**config.mk**
```make
export PLATFORM = sky130hd
export DESIGN_NAME = rom_read_arbiter
export DESIGN_NICKNAME = d
export VERILOG_FILES = /design/src/rtl/rom_read_arbiter_pkg.sv /design/src/rtl/rom_read_arbiter_rr_arbiter_2.sv /design/src/rtl/rom_read_arbiter.sv
export SDC_FILE = /design/constraint.sdc
export NUM_CORES = 1
export LEC_CHECK = 0
export CORE_AREA = 2 2 106 108
export DETAILED_ROUTE_END_ITERATION = 6
export DIE_AREA = 0 0 108 110
export GPL_TIMING_DRIVEN = 0
export RECOVER_POWER = 100
export SYNTH_ARGS = -nofsm -noshare
export SYNTH_HDL_FRONTEND = slang
export SYNTH_HIERARCHICAL = 1
export SYNTH_SLANG_ARGS = --single-unit
```
**constraint.sdc**
```tcl
create_clock -name clk -period 3.2 [get_ports clk]
set_input_delay 0.64 -clock clk [delete_from_list [all_inputs] [get_ports clk]]
set_output_delay 0.64 -clock clk [all_outputs]
set_load 0.005 [all_outputs]
```
**src/rtl/rom_read_arbiter_pkg.sv**
```systemverilog
// rom_read_arbiter_pkg
// Shared types and constants for the two-master ROM read arbiter:
//   - AXI field widths used on both the master and slave side
//   - one-hot arbiter state encoding and its bit indices
//   - master select type and default ID tags
package rom_read_arbiter_pkg;

    localparam int AXI_ID_BITS   = 4;
    localparam int AXI_IDS_BITS  = 8;
    localparam int AXI_ADDR_BITS = 32;
    localparam int AXI_DATA_BITS = 32;
    localparam int AXI_LEN_BITS  = 4;
    localparam int AXI_SIZE_BITS = 3;

    localparam int IDLE_BIT = 0;
    localparam int ADDR_BIT = 1;
    localparam int DATA_BIT = 2;

    typedef enum logic [2:0] {
        IDLE = 3'b001,
        ADDR = 3'b010,
        DATA = 3'b100
    } arb_state_t;

    typedef enum logic {
        M0 = 1'b0,
        M1 = 1'b1
    } master_sel_t;

    localparam logic [3:0] DEF_M0_TAG = 4'h1;
    localparam logic [3:0] DEF_M1_TAG = 4'h2;

    localparam logic [AXI_LEN_BITS-1:0] LEN_ONE = 4'd1;

endpackage

```
**src/rtl/rom_read_arbiter_rr_arbiter_2.sv**
```systemverilog
// rr_arbiter_2
// Combinational two-way round-robin pick.
//   req[1:0]   : request per master (bit 0 = M0, bit 1 = M1)
//   last_grant : master served most recently
//   gnt        : chosen master (meaningful only when valid)
//   valid      : at least one request present
module rr_arbiter_2
    import rom_read_arbiter_pkg::*;
(
    input  logic [1:0]  req,
    input  master_sel_t last_grant,
    output master_sel_t gnt,
    output logic        valid
);

    // Pick the sole requester, or on a tie the master that was not served last.
    always_comb begin
        valid = |req;
        gnt   = M0;
        case (req)
            2'b01:   gnt = M0;
            2'b10:   gnt = M1;
            2'b11:   gnt = (last_grant == M0) ? M1 : M0;
            default: gnt = M0;
        endcase
    end

endmodule

```
**src/rtl/rom_read_arbiter.sv**
```systemverilog
// rom_read_arbiter
// Shares one ROM AXI read slave port between an instruction master (M0) and a
// data master (M1). A grant is held for a complete burst and released on the
// RLAST handshake; the slave ARID carries the granted master's tag in its
// upper nibble. len_err is sticky and flags short/long bursts or wrong RID tags.
// Ports:
//   clk, rstn                 : clock, asynchronous active-low reset
//   AR*_M0/1, ARREADY_M0/1    : master read-address channels
//   R*_M0/1, RREADY_M0/1      : master read-data channels
//   AR*_S, ARREADY_S          : slave read-address channel
//   R*_S, RREADY_S            : slave read-data channel
//   len_err                   : sticky burst-integrity error
module rom_read_arbiter
    import rom_read_arbiter_pkg::*;
#(
    parameter logic [3:0] M0_TAG = DEF_M0_TAG,
    parameter logic [3:0] M1_TAG = DEF_M1_TAG
) (
    input  logic                     clk,
    input  logic                     rstn,
    input  logic [AXI_ID_BITS-1:0]   ARID_M0,
    input  logic [AXI_ADDR_BITS-1:0] ARADDR_M0,
    input  logic [AXI_LEN_BITS-1:0]  ARLEN_M0,
    input  logic [AXI_SIZE_BITS-1:0] ARSIZE_M0,
    input  logic [1:0]               ARBURST_M0,
    input  logic                     ARVALID_M0,
    output logic                     ARREADY_M0,
    output logic [AXI_ID_BITS-1:0]   RID_M0,
    output logic [AXI_DATA_BITS-1:0] RDATA_M0,
    output logic [1:0]               RRESP_M0,
    output logic                     RLAST_M0,
    output logic                     RVALID_M0,
    input  logic                     RREADY_M0,
    input  logic [AXI_ID_BITS-1:0]   ARID_M1,
    input  logic [AXI_ADDR_BITS-1:0] ARADDR_M1,
    input  logic [AXI_LEN_BITS-1:0]  ARLEN_M1,
    input  logic [AXI_SIZE_BITS-1:0] ARSIZE_M1,
    input  logic [1:0]               ARBURST_M1,
    input  logic                     ARVALID_M1,
    output logic                     ARREADY_M1,
    output logic [AXI_ID_BITS-1:0]   RID_M1,
    output logic [AXI_DATA_BITS-1:0] RDATA_M1,
    output logic [1:0]               RRESP_M1,
    output logic                     RLAST_M1,
    output logic                     RVALID_M1,
    input  logic                     RREADY_M1,
    output logic [AXI_IDS_BITS-1:0]  ARID_S,
    output logic [AXI_ADDR_BITS-1:0] ARADDR_S,
    output logic [AXI_LEN_BITS-1:0]  ARLEN_S,
    output logic [AXI_SIZE_BITS-1:0] ARSIZE_S,
    output logic [1:0]               ARBURST_S,
    output logic                     ARVALID_S,
    input  logic                     ARREADY_S,
    input  logic [AXI_IDS_BITS-1:0]  RID_S,
    input  logic [AXI_DATA_BITS-1:0] RDATA_S,
    input  logic [1:0]               RRESP_S,
    input  logic                     RLAST_S,
    input  logic                     RVALID_S,
    output logic                     RREADY_S,
    output logic                     len_err
);

    arb_state_t                state_r, state_nx_s;
    master_sel_t               grant_r, last_grant_r, arb_gnt_s;
    logic                      arb_valid_s;
    logic [AXI_LEN_BITS-1:0]   len_r, beat_cnt_r, win_len_s;
    logic                      len_err_r;
    logic [3:0]                grant_tag_s;
    logic                      arvalid_sel_s, rready_sel_s, r_hs_s, ar_hs_s;

    rr_arbiter_2 u_rr (
        .req        ({ARVALID_M1, ARVALID_M0}),
        .last_grant (last_grant_r),
        .gnt        (arb_gnt_s),
        .valid      (arb_valid_s)
    );

    assign win_len_s     = (arb_gnt_s == M1) ? ARLEN_M1 : ARLEN_M0;
    assign grant_tag_s   = (grant_r == M1) ? M1_TAG : M0_TAG;
    assign arvalid_sel_s = (grant_r == M1) ? ARVALID_M1 : ARVALID_M0;
    assign rready_sel_s  = (grant_r == M1) ? RREADY_M1 : RREADY_M0;
    assign ar_hs_s       = state_r[ADDR_BIT] & arvalid_sel_s & ARREADY_S;
    assign r_hs_s        = state_r[DATA_BIT] & RVALID_S & rready_sel_s;
    assign len_err       = len_err_r;

    // Next-state decode and channel routing; everything not routed stays zero.
    always_comb begin
        state_nx_s = state_r;
        ARREADY_M0 = 1'b0;
        ARREADY_M1 = 1'b0;
        ARVALID_S  = 1'b0;
        ARID_S     = {AXI_IDS_BITS{1'b0}};
        ARADDR_S   = {AXI_ADDR_BITS{1'b0}};
        ARLEN_S    = {AXI_LEN_BITS{1'b0}};
        ARSIZE_S   = {AXI_SIZE_BITS{1'b0}};
        ARBURST_S  = 2'b00;
        RREADY_S   = 1'b0;
        RVALID_M0  = 1'b0;
        RID_M0     = {AXI_ID_BITS{1'b0}};
        RDATA_M0   = {AXI_DATA_BITS{1'b0}};
        RRESP_M0   = 2'b00;
        RLAST_M0   = 1'b0;
        RVALID_M1  = 1'b0;
        RID_M1     = {AXI_ID_BITS{1'b0}};
        RDATA_M1   = {AXI_DATA_BITS{1'b0}};
        RRESP_M1   = 2'b00;
        RLAST_M1   = 1'b0;
        case (1'b1)
            state_r[IDLE_BIT]: begin
                state_nx_s = arb_valid_s ? ADDR : IDLE;
            end
            state_r[ADDR_BIT]: begin
                ARVALID_S = arvalid_sel_s;
                if (grant_r == M1) begin
                    ARID_S     = {grant_tag_s, ARID_M1};
                    ARADDR_S   = ARADDR_M1;
                    ARLEN_S    = ARLEN_M1;
                    ARSIZE_S   = ARSIZE_M1;
                    ARBURST_S  = ARBURST_M1;
                    ARREADY_M1 = ARREADY_S;
                end else begin
                    ARID_S     = {grant_tag_s, ARID_M0};
                    ARADDR_S   = ARADDR_M0;
                    ARLEN_S    = ARLEN_M0;
                    ARSIZE_S   = ARSIZE_M0;
                    ARBURST_S  = ARBURST_M0;
                    ARREADY_M0 = ARREADY_S;
                end
                state_nx_s = ar_hs_s ? DATA : ADDR;
            end
            state_r[DATA_BIT]: begin
                RREADY_S = rready_sel_s;
                if (grant_r == M1) begin
                    RVALID_M1 = RVALID_S;
                    RID_M1    = RID_S[AXI_ID_BITS-1:0];
                    RDATA_M1  = RDATA_S;
                    RRESP_M1  = RRESP_S;
                    RLAST_M1  = RLAST_S;
                end else begin
                    RVALID_M0 = RVALID_S;
                    RID_M0    = RID_S[AXI_ID_BITS-1:0];
                    RDATA_M0  = RDATA_S;
                    RRESP_M0  = RRESP_S;
                    RLAST_M0  = RLAST_S;
                end
                state_nx_s = (r_hs_s && RLAST_S) ? IDLE : DATA;
            end
            default: begin
                // Any non-one-hot encoding recovers to IDLE.
                state_nx_s = IDLE;
            end
        endcase
    end

    // State, grant bookkeeping, beat counter and sticky error flag.
    always_ff @(posedge clk or negedge rstn) begin
        if (!rstn) begin
            state_r      <= IDLE;
            grant_r      <= M0;
            last_grant_r <= M1;
            len_r        <= {AXI_LEN_BITS{1'b0}};
            beat_cnt_r   <= {AXI_LEN_BITS{1'b0}};
            len_err_r    <= 1'b0;
        end else begin
            state_r <= state_nx_s;
            if (state_r[IDLE_BIT] && arb_valid_s) begin
                grant_r    <= arb_gnt_s;
                len_r      <= win_len_s;
                beat_cnt_r <= {AXI_LEN_BITS{1'b0}};
            end else if (r_hs_s) begin
                // Wraps modulo 2^AXI_LEN_BITS; only the RLAST compare judges it.
                beat_cnt_r <= beat_cnt_r + LEN_ONE;
                if (RLAST_S) begin
                    last_grant_r <= grant_r;
                end
            end
            // beat_cnt_r still holds the beats before this one, so a correct
            // burst shows beat_cnt_r == ARLEN on its final beat.
            if (r_hs_s && ((RLAST_S && (beat_cnt_r != len_r)) ||
                           (RID_S[AXI_IDS_BITS-1 -: 4] != grant_tag_s))) begin
                len_err_r <= 1'b1;
            end
        end
    end

endmodule
```
==> results <==
[logic make-up (layout without fill, tap and decap cells)]
logic type / Yosys count / count (layout) / share of synthesized area
mux: 9 / 9 / 0.0514
flops: 14 / 14 / 0.193
xor+xnor: 4 / 4 / 0.0192
compound gates: 67 / 67 / 0.291
fa+ha+maj: 1 / 1 / 0.00685
buf+inv: 24 / 300 / 0.0664
simple gates: 109 / 109 / 0.370
other cells: 1 / 2 / 0.00205
[metal layers]
layer | vias to the layer above | GRT usage | part of all wire
li1 | 1368 | - | -
met1 | 1269 | 0.138 | 0.33
met2 | 173 | 0.301 | 0.54
met3 | 11 | 0.0417 | 0.11
met4 | 0 | 0.0375 | 0.016
met5 | - | 0 | 0
[power by group]
group          leakage [uW]  total [uW]  internal (uW)  switching [uW]
Clock             0.0000288         173            109            63.5
Sequential         0.000173         309            251            58.1
Combinational       0.00190        1520            916             601
[critical path, stage by stage (launching register included)]
cell	delay, ns
dfrtp_1	0.43
or3b_1	0.42
nor2_1	0.27
clkbuf_2	0.26
and2_1	0.14
dlygate4sd3_1	0.58
[cell usage in the layout (no fill, tap or decap), types with 2 or more instances in the layout]
cell	count
clkdlybuf4s50_1	197
nand3_1	2
mux2_2	3
clkbuf_8	4
nor2_2	2
nand2_1	6
o21ai_0	9
inv_1	3
dfstp_2	2
buf_2	6
nand3b_1	2
and2_0	16
a31oi_1	2
clkbuf_2	10
mux2i_1	6
nor2_1	3
buf_4	3
a22o_1	45
dlygate4sd3_1	75
dfrtp_1	12
o21a_1	3
conb_1	2
xor2_1	4
and2_1	65
a21boi_0	3
nor3_1	4
clkbuf_1	2
[cell type report]
| class | count | share of cell area |
|---|---|---|
| clock buffers | 4 | 0.0115 |
| inverters | 3 | 0.00236 |
| flip-flops and latches | 14 | 0.0739 |
| plain buffers | 21 | 0.0231 |
| well taps | 140 | 0.0367 |
| repair buffers | 272 | 0.570 |
| multi-input cells | 192 | 0.282 |
[registers in the layout (all words and copies together) (netlist names)]
signal / count
len_err: 1
last_grant_r: 1
state_r: 3
beat_cnt_r: 4
len_r: 4
grant_r: 1
[through the flow]
step                instance area, um2  cells  hold slack [ns]
floorplan                         1830    230            0.344
CTS                               4780    646            0.518
finish                            4780    646            0.503
global route                      4780    646            0.543
global placement                  4730    642            0.492
detailed placement                4730    642            0.505
[path summary, 6_finish.rpt]
check	from	endpoint	slack, ns	depth (start not counted)
setup / recovery	state_r[1]$_DFF_PN0_	RDATA_M1[18]	0.21	5
max in group asynchronous	rstn	state_r[2]$_DFF_PN0_	1.91	1
setup reg to reg	grant_r$_DFFE_PN0P_	last_grant_r$_DFFE_PN1P_	1.72	4
hold / removal	len_r[3]$_DFFE_PN0P_	len_r[3]$_DFFE_PN0P_	0.50	2
min in group asynchronous	rstn	grant_r$_DFFE_PN0P_	0.86	1
hold reg to reg	len_r[3]$_DFFE_PN0P_	len_r[3]$_DFFE_PN0P_	0.50	2
==> run metrics <==
number of fill cells=1086; outcome=finished clean; # diodes=0; CTS tree=yes; final core utilization=0.446; Final HPWL DP=8450 um; DR iter-0 viols=74; P_leak=between 0.002 and 0.0025 uW; dpl ws=0.482 ns; CTS resizes=0; synthesis warning total=6; total setup buffers inserted after CTS=0; first-pass GRT wire length=about 14000 um; Port Buffers=272; row cnt=38; most area-consuming cells after synthesis=and2_1, a22o_1, dfrtp_1; peak supply drop=roughly 210 uV; Power per Cell Area=between 400 and 500 nW/um2; Worst-path clk slew=0.06 ns; Tcrit/Tclk final=0.933; area delta synth->final=161%; final wirelength=9660 um; post-synthesis sequential area ratio=0.193; Setup Crit Path Kind=flip-flop to output pin; worst endpoint data arrival time=2.35 ns; vias in the first global route=~2700; post-synth top area cell=and2_1; gpl congestion=between 0.7 and 0.8; Max FO, Critical Path=10; Vias/cell=4.37; fin crit period=2.99 ns; multi-input gate area in the final layout=1350 um2; final setup TNS=0 ns; Die Width=108 um; IO Pins=275; Synth top cells by count=and2_1, a22o_1, dfrtp_1, o21ai_0; Die Height=about 110 um; Final WS setup=approximately 0.21 ns; overall power=2000 uW; post-synth top area share=0.277; Reg area=353 um2; initial antenna violation count=0; CTS Sinks=14; Max Root-Sink Buffers=2; synthesized flop and latch total=14; Most used DFF post-synth=dfrtp_1; die area=11900 um2; largest net degree at the start of global routing=15; Setup Skew=0.000401 ns; Tot GR Track Use=0.145; Hold Buf Count CTS=0; synthesized cell area=1830 um2; EDFF count, synth=0; routed via count=between 2000 and 3000; gr ovfl total=0; ys async rst share=1.00; TritonCTS Buffers=3; core box area=roughly 11000 um2; most frequent cell after synthesis=and2_1; Unique masters post-synth=38; # nets final=about 650; count of final setup violators=0; slew of the pin with the lowest slew margin=0.663 ns; CP Capture Type=output pin; H-tree levels=1; Slew HR=0.557; post-route ant nets=0; # DRC=0; final slew viol count=0; Max Cap Violations=0; syn_area_per_cell=about 8.0 um2; clk_lat worst skew=around 0.25 ns; WL per Instance=around 15 um; drt first pass iters=4; Data required, critical path=2.56 ns; achievable frequency=between 0.3 and 0.4 GHz; Initial Utilization=0.171; RSZ-0062 raised after global routing=false; type of the worst min-delay path=flip-flop to flip-flop; Final Hold Viols=0; CP Launch Type=flip-flop; share of cells above drive strength 1=0.0632; Syn Inst Count=229; clock root cell=clkbuf_8
Power figures use the tool's default switching activity.
